`config.mk`:
```
export PLATFORM = sky130hd
export DESIGN_NAME = mips_debug_loader
export DESIGN_NICKNAME = d
export VERILOG_FILES = /design/src/rtl/mips_debug_loader.sv
export SDC_FILE = /design/constraint.sdc
export NUM_CORES = 1
export LEC_CHECK = 0
export CORE_ASPECT_RATIO = 1.2
export CORE_MARGIN = 8
export CORE_UTILIZATION = 40
export DETAILED_ROUTE_END_ITERATION = 10
export PLACE_DENSITY = 0.71
export SLEW_MARGIN = 20
export SYNTH_ARGS = -nofsm -noshare
export SYNTH_HDL_FRONTEND = slang
export SYNTH_SLANG_ARGS = --single-unit
```
`constraint.sdc`:
```
create_clock -name basys_clk -period 2.5 [get_ports basys_clk]
set_clock_uncertainty 0.2 [all_clocks]
set_input_delay 0.375 -clock basys_clk [delete_from_list [all_inputs] [get_ports basys_clk]]
set_output_delay 0.375 -clock basys_clk [all_outputs]
set_load 0.02 [all_outputs]
```
`src/rtl/mips_debug_loader.sv`:
```
// UART-driven program loader and run controller for the MIPS core.
// Define DBG_DUMP_EN to stream the halted PC (LSB first) back over UART TX.
module mips_debug_loader #(
  parameter int NBITS    = 32,
  parameter int CELDAS_M = 70,
  parameter int ADDRBITS = 7
) (
  input  logic                basys_clk,
  input  logic                basys_reset,
  input  logic [7:0]          i_rx_data,
  input  logic                i_rx_done,
  input  logic                i_cpu_halt,
  input  logic [NBITS-1:0]    i_cpu_pc,
  input  logic                i_tx_done,
  output logic                o_im_wr_en,
  output logic [ADDRBITS-1:0] o_im_addr,
  output logic [NBITS-1:0]    o_im_wr_data,
  output logic                o_cpu_en,
  output logic                o_cpu_rst,
  output logic [7:0]          o_tx_data,
  output logic                o_tx_start,
  output logic [2:0]          o_state
);

  typedef enum logic [2:0] {
    IDLE       = 3'd0,
    LOAD_CNT   = 3'd1,
    LOAD_BYTE  = 3'd2,
    LOAD_WRITE = 3'd3,
    RUN        = 3'd4,
    STEP       = 3'd5,
    HALTED     = 3'd6,
    DUMP       = 3'd7
  } state_t;

  localparam logic [7:0] CMD_LOAD  = 8'h4C;
  localparam logic [7:0] CMD_CONT  = 8'h43;
  localparam logic [7:0] CMD_STEP  = 8'h53;
  localparam logic [7:0] CMD_RST   = 8'h52;
  localparam logic [7:0] CMD_PAUSE = 8'h50;
  localparam logic [7:0] MAX_WORDS = 8'(CELDAS_M);

  state_t              state_r, state_s;
  logic [7:0]          word_cnt_r, word_cnt_s;
  logic [7:0]          word_idx_r, word_idx_s;
  logic [1:0]          byte_cnt_r, byte_cnt_s;
  logic [NBITS-1:0]    word_r, word_s;
  logic                im_wr_en_r, im_wr_en_s;
  logic [ADDRBITS-1:0] im_addr_r, im_addr_s;
  logic [NBITS-1:0]    im_wr_data_r, im_wr_data_s;
  logic                cpu_en_r, cpu_en_s;
  logic                cpu_rst_r, cpu_rst_s;
  logic [7:0]          tx_data_r, tx_data_s;
  logic                tx_start_r, tx_start_s;
  logic                enter_halt_s;
`ifdef DBG_DUMP_EN
  logic [NBITS-1:0]    pc_r, pc_s;
`else
  logic                dump_unused_s;
  assign dump_unused_s = ^{i_cpu_pc, i_tx_done};
`endif

  // Next-state and next-output decode; outputs are strobes unless set here.
  always_comb begin
    state_s      = state_r;
    word_cnt_s   = word_cnt_r;
    word_idx_s   = word_idx_r;
    byte_cnt_s   = byte_cnt_r;
    word_s       = word_r;
    im_wr_en_s   = 1'b0;
    im_addr_s    = im_addr_r;
    im_wr_data_s = im_wr_data_r;
    cpu_en_s     = 1'b0;
    cpu_rst_s    = 1'b0;
    tx_data_s    = tx_data_r;
    tx_start_s   = 1'b0;
    enter_halt_s = 1'b0;
`ifdef DBG_DUMP_EN
    pc_s         = pc_r;
`endif
    case (state_r)
      IDLE: begin
        if (i_rx_done) begin
          case (i_rx_data)
            CMD_LOAD: state_s = LOAD_CNT;
            CMD_CONT: begin state_s = RUN;  cpu_en_s = 1'b1; end
            CMD_STEP: begin state_s = STEP; cpu_en_s = 1'b1; end
            CMD_RST:  cpu_rst_s = 1'b1;
            default:  state_s = IDLE;
          endcase
        end else begin
          state_s = IDLE;
        end
      end
      LOAD_CNT: begin
        if (!i_rx_done) begin
          state_s = LOAD_CNT;
        end else if (i_rx_data == 8'd0) begin
          state_s = IDLE;
        end else begin
          word_cnt_s = (i_rx_data > MAX_WORDS) ? MAX_WORDS : i_rx_data;
          word_idx_s = 8'd0;
          byte_cnt_s = 2'd0;
          state_s    = LOAD_BYTE;
        end
      end
      LOAD_BYTE: begin
        if (i_rx_done) begin
          // Shift in from the top so the first byte ends up in [7:0].
          word_s = {i_rx_data, word_r[NBITS-1:8]};
          if (byte_cnt_r == 2'd3) begin
            byte_cnt_s   = 2'd0;
            im_wr_en_s   = 1'b1;
            im_addr_s    = ADDRBITS'(word_idx_r);
            im_wr_data_s = word_s;
            state_s      = LOAD_WRITE;
          end else begin
            byte_cnt_s = byte_cnt_r + 2'd1;
          end
        end else begin
          state_s = LOAD_BYTE;
        end
      end
      LOAD_WRITE: begin
        word_idx_s = word_idx_r + 8'd1;
        if (word_idx_s == word_cnt_r) begin
          state_s   = IDLE;
          cpu_rst_s = 1'b1;
        end else begin
          state_s = LOAD_BYTE;
        end
      end
      RUN: begin
        if (i_cpu_halt) begin
          enter_halt_s = 1'b1;
        end else if (i_rx_done && (i_rx_data == CMD_PAUSE)) begin
          state_s = IDLE;
        end else begin
          cpu_en_s = 1'b1;
        end
      end
      STEP: begin
        if (i_cpu_halt) begin
          enter_halt_s = 1'b1;
        end else begin
          state_s = IDLE;
        end
      end
      HALTED: begin
        if (i_rx_done) begin
          case (i_rx_data)
            CMD_RST:  begin state_s = IDLE; cpu_rst_s = 1'b1; end
            CMD_LOAD: state_s = LOAD_CNT;
            default:  state_s = HALTED;
          endcase
        end else begin
          state_s = HALTED;
        end
      end
      DUMP: begin
`ifdef DBG_DUMP_EN
        if (i_tx_done) begin
          if (byte_cnt_r == 2'd3) begin
            state_s = HALTED;
          end else begin
            byte_cnt_s = byte_cnt_r + 2'd1;
            tx_data_s  = 8'(pc_r >> {byte_cnt_s, 3'b000});
            tx_start_s = 1'b1;
          end
        end else begin
          state_s = DUMP;
        end
`else
        state_s = IDLE;
`endif
      end
      default: state_s = IDLE;
    endcase

    // Halt detection: PC is captured on the same edge the halt is seen.
    if (enter_halt_s) begin
`ifdef DBG_DUMP_EN
      state_s    = DUMP;
      pc_s       = i_cpu_pc;
      byte_cnt_s = 2'd0;
      tx_data_s  = i_cpu_pc[7:0];
      tx_start_s = 1'b1;
`else
      state_s    = HALTED;
`endif
    end else begin
      cpu_rst_s = cpu_rst_s & ~cpu_en_s;
    end
  end

  // State and registered-output update.
  always_ff @(posedge basys_clk or negedge basys_reset) begin
    if (!basys_reset) begin
      state_r      <= IDLE;
      word_cnt_r   <= 8'd0;
      word_idx_r   <= 8'd0;
      byte_cnt_r   <= 2'd0;
      word_r       <= '0;
      im_wr_en_r   <= 1'b0;
      im_addr_r    <= '0;
      im_wr_data_r <= '0;
      cpu_en_r     <= 1'b0;
      cpu_rst_r    <= 1'b0;
      tx_data_r    <= 8'd0;
      tx_start_r   <= 1'b0;
`ifdef DBG_DUMP_EN
      pc_r         <= '0;
`endif
    end else begin
      state_r      <= state_s;
      word_cnt_r   <= word_cnt_s;
      word_idx_r   <= word_idx_s;
      byte_cnt_r   <= byte_cnt_s;
      word_r       <= word_s;
      im_wr_en_r   <= im_wr_en_s;
      im_addr_r    <= im_addr_s;
      im_wr_data_r <= im_wr_data_s;
      cpu_en_r     <= cpu_en_s;
      cpu_rst_r    <= cpu_rst_s;
      tx_data_r    <= tx_data_s;
      tx_start_r   <= tx_start_s;
`ifdef DBG_DUMP_EN
      pc_r         <= pc_s;
`endif
    end
  end

  assign o_im_wr_en   = im_wr_en_r;
  assign o_im_addr    = im_addr_r;
  assign o_im_wr_data = im_wr_data_r;
  assign o_cpu_en     = cpu_en_r;
  assign o_cpu_rst    = cpu_rst_r;
  assign o_tx_data    = tx_data_r;
  assign o_tx_start   = tx_start_r;
  assign o_state      = state_r;

endmodule

```
==> results by group <==
Run status
  – Outcome: finished, final reports clean

Clocking
  – Clock buffer depth: 2
  – Post-CTS Resized: 0
  – Latest clock arrival within the worst-skew pair: approximately 340 ps
  – CTS tree: yes
  – CTS sink cnt: between 80 and 90
  – Num CTS Buffers: 9
  – Root buffer cell: clkbuf_16
  – Register clock-pin slew on the reported worst setup and hold paths: around 60 ps
  – H-tree levels: 3

Yosys
  – Seq/Total Area, Yosys: 0.554
  – Syn avg cell area: 10.7 µm²
  – Post-Syn Instances: roughly 370
  – Async set or reset register ratio after synthesis: 1.00
  – Synth Flop Type: dfrtp_1
  – Synth top cells by count: nand2_1 (90), dfrtp_1 (87), mux2_1 (37)
  – Synthesized flop and latch total: 87
  – Cell area after synthesis: around 3900 µm²
  – Warnings, synthesis: 0
  – Post-synth EDFFs: 0
  – Netlist cell types: 50
  – Area contributors post-synth: dfrtp_1 (55%), mux2_1 (11%), nand2_1 (8.6%)
  – Most frequently used cell type in the post-synthesis netlist: nand2_1
  – Synth area leader: dfrtp_1
  – Synth top area share: 0.554

Layout
  – Fill cell count: between 800 and 900
  – Final nets: 481
  – Area grow syn2layout: 29.2%
  – Layout cells sized above 1: 0.103
  – # diodes: 0
  – Layout Utilization: 0.531

Route
  – Antenna-violating nets left: 0
  – Drt pass-1 iters: 4
  – Met1 WL: roughly 3.9 mm
  – Max layer used: met4
  – First DRT Iteration DRCs: 186
  – Routed wl met2: between 4 and 5 mm
  – Vias: 2,907
  – DR WL met3: around 440 µm
  – Drt wl/cell: 15.6 µm
  – Wirelength, routed: 8.78 mm
  – Vias/cell: ~5.2
  – Residual DRC: 0

Die
  – Die width: approximately 110 µm
  – Die ar.: about 13,000 µm²
  – Chip height: between 100 and 150 µm
  – Core footprint: between 9000 and 10,000 µm²
  – Initial core utilization: 0.411
  – I/O pins: between 90 and 100
  – Site Rows: 39

STA
  – Finish-stage setup viols: 0
  – Hold WS: roughly 270 ps
  – RSZ-0062 raised after global routing: no
  – Worst-margin pin slew: just under 600 ps
  – Pins Over Slew Limit: 0
  – Final Critical Period: 2250 ps
  – Final period utilization: 0.901
  – Slew margin rel.: 0.598
  – Setup TNS: 0 ps
  – Final Hold Violating Endpoints: 0
  – F_max: 444 MHz

Setup path
  – Worst EP required: approximately 1900 ps
  – Worst-path cell chain: clkdlybuf4s50_1
  – Worst setup SP type: flop
  – Critical path depth: 1
  – Setup CP Type: reg2out
  – Worst EP arrival: ~1700 ps
  – R2r setup slk: approximately 260 ps
  – Crit Reg-Reg Endpoint: o_cpu_rst$_DFF_PN0_
  – Crit path buffers/inverters: 1
  – Largest fanout on the critical path: 13
  – CP peak stage delay: 700 ps
  – Top delay family on crit path: buffers and inverters
  – Slowest-stage cell, CP: clkdlybuf4s50_1
  – R2R cell count: 5
  – R2R Path Start: word_idx_r[1]$_DFFE_PN0P_
  – Critical Path End Type: primary output

Global route
  – Initial antenna violation count: 0
  – Vias in the first global route: approximately 2,900
  – First-pass GRT wire length: 14.7 mm
  – Total grt overflow: 0
  – Overall global routing resource usage: 0.137
  – Largest net degree at the start of global routing: 40

Power and ir drop
  – Pwr dens: 1230 nW/µm²
  – Worst ir drop on vdd: 0.453 mV
  – Leakage dissipation: 2.40 nW

Placed design
  – Detailed placer's ending HPWL: 6.24 mm
  – Gpl congestion: roughly 0.87
  – PortBufs: 56

Flow run
  – Max-cap violations: 0

Hold path
  – Worst Hold Path EP: word_r[10]$_DFFE_PN0P_
  – Worst min-delay path class: reg2reg
  – Min-delay src: word_r[10]$_DFFE_PN0P_
  – Hold depth: 2
## where the power goes
part | internal [W] | switching [W] | leakage (nW)
clock | 0.00108 | 0.000531 | 0.174
combinational | 0.00108 | 0.00117 | 1.11
sequential | 0.00197 | 0.000389 | 1.12
total | 0.00413 | 0.00209 | 2.40
## metal layers
metal / vias to the layer above / track usage
met5: - / 0
met3: 12 / 0.0383
met2: 74 / 0.225
met1: 1444 / 0.167
li1: 1377 / -
met4: 0 / 0.0531
## state kept, by name, indices dropped and copies added, names as in the netlist
| register | flops |
|---|---|
| word_r | 24 |
| o_im_wr_data | 32 |
| word_idx_r | 8 |
| word_cnt_r | 8 |
| o_im_addr | 7 |
| o_cpu_rst | 1 |
| o_im_wr_en | 1 |
| byte_cnt_r | 2 |
| o_state | 3 |
| o_cpu_en | 1 |
## cells in the final DEF (no fill, tap or decap), types with 4 or more instances in the layout
cell and instances:
nand2_1 89, conb_1 9, dfrtp_1 87, xor2_1 4, bufinv_16 4, and3_1 5
mux2_1 37, nor2_1 10, a31oi_1 5, nor3b_1 4, nand3_1 9, nor3_1 4
xnor2_1 8, o21ai_1 18, buf_4 20, clkdlybuf4s50_1 55, nand4_1 6, clkbuf_16 9
## final cells by class
type / instances / area, µm² / share of cell area
clock buffers: 11 / 233 / 0.0458
clock inverters: 5 / 129 / 0.0254
inverters: 5 / 18.8 / 0.00369
multi-input cells: 253 / 1620 / 0.319
flip-flops and latches: 87 / 2180 / 0.428
well taps: 123 / 154 / 0.0303
repair buffers: 78 / 751 / 0.148
## through the flow
| stage | instance area, µm² | worst slack (ps) | std cells | power [W] |
|---|---|---|---|---|
| finish | 5080 | 248 | 562 | 0.00623 |
| global route | 5080 | 155 | 562 | 0.00661 |
| CTS | 5080 | 227 | 562 | 0.00631 |
| detailed placement | 4710 | 82.6 | 545 | 0.00466 |
| global placement | 4710 | 107 | 545 | 0.00458 |
| floorplan | 3960 | 395 | 377 | 0.00364 |
## worst max-delay path by stage
| stage | endpoint | slack, ps | start |
|---|---|---|---|
| global placement | word_cnt_r[1]$_DFFE_PN0P_ | 110 | i_rx_done |
| CTS | o_state[0] | 230 | o_state[0]$_DFFE_PN0P_ |
| floorplan | word_cnt_r[2]$_DFFE_PN0P_ | 390 | o_state[2]$_DFFE_PN0P_ |
| detailed placement | word_cnt_r[1]$_DFFE_PN0P_ | 80 | i_rx_data[0] |
| finish | o_state[0] | 250 | o_state[0]$_DFFE_PN0P_ |
| global route | o_cpu_rst$_DFF_PN0_ | 150 | word_idx_r[1]$_DFFE_PN0P_ |
## cells by family (layout without fill, tap and decap cells)
family                   after synthesis  after routing  share of synthesized area
other                                  1              9                   0.000954
XOR/XNOR                              13             13                     0.0309
AND/OR/NAND/NOR                      144            144                      0.172
AO/OA/AOI/OAI                         47             47                     0.0812
flip-flops                            87             87                      0.554
buffers and inverters                 37             99                     0.0465
multiplexers                          38             38                      0.109
adder cells (fa/ha/maj)                2              2                    0.00636
## what timing repair did
| action | 4_1_cts | 5_1_grt |
|---|---|---|
| setup buffers | 0 | 0 |
| endpoints found under the hold margin | 37 | 0 |
| hold buffers | 1 | 0 |
| setup endpoints to repair | 0 | 0 |
(Power assumes the default switching activity.)
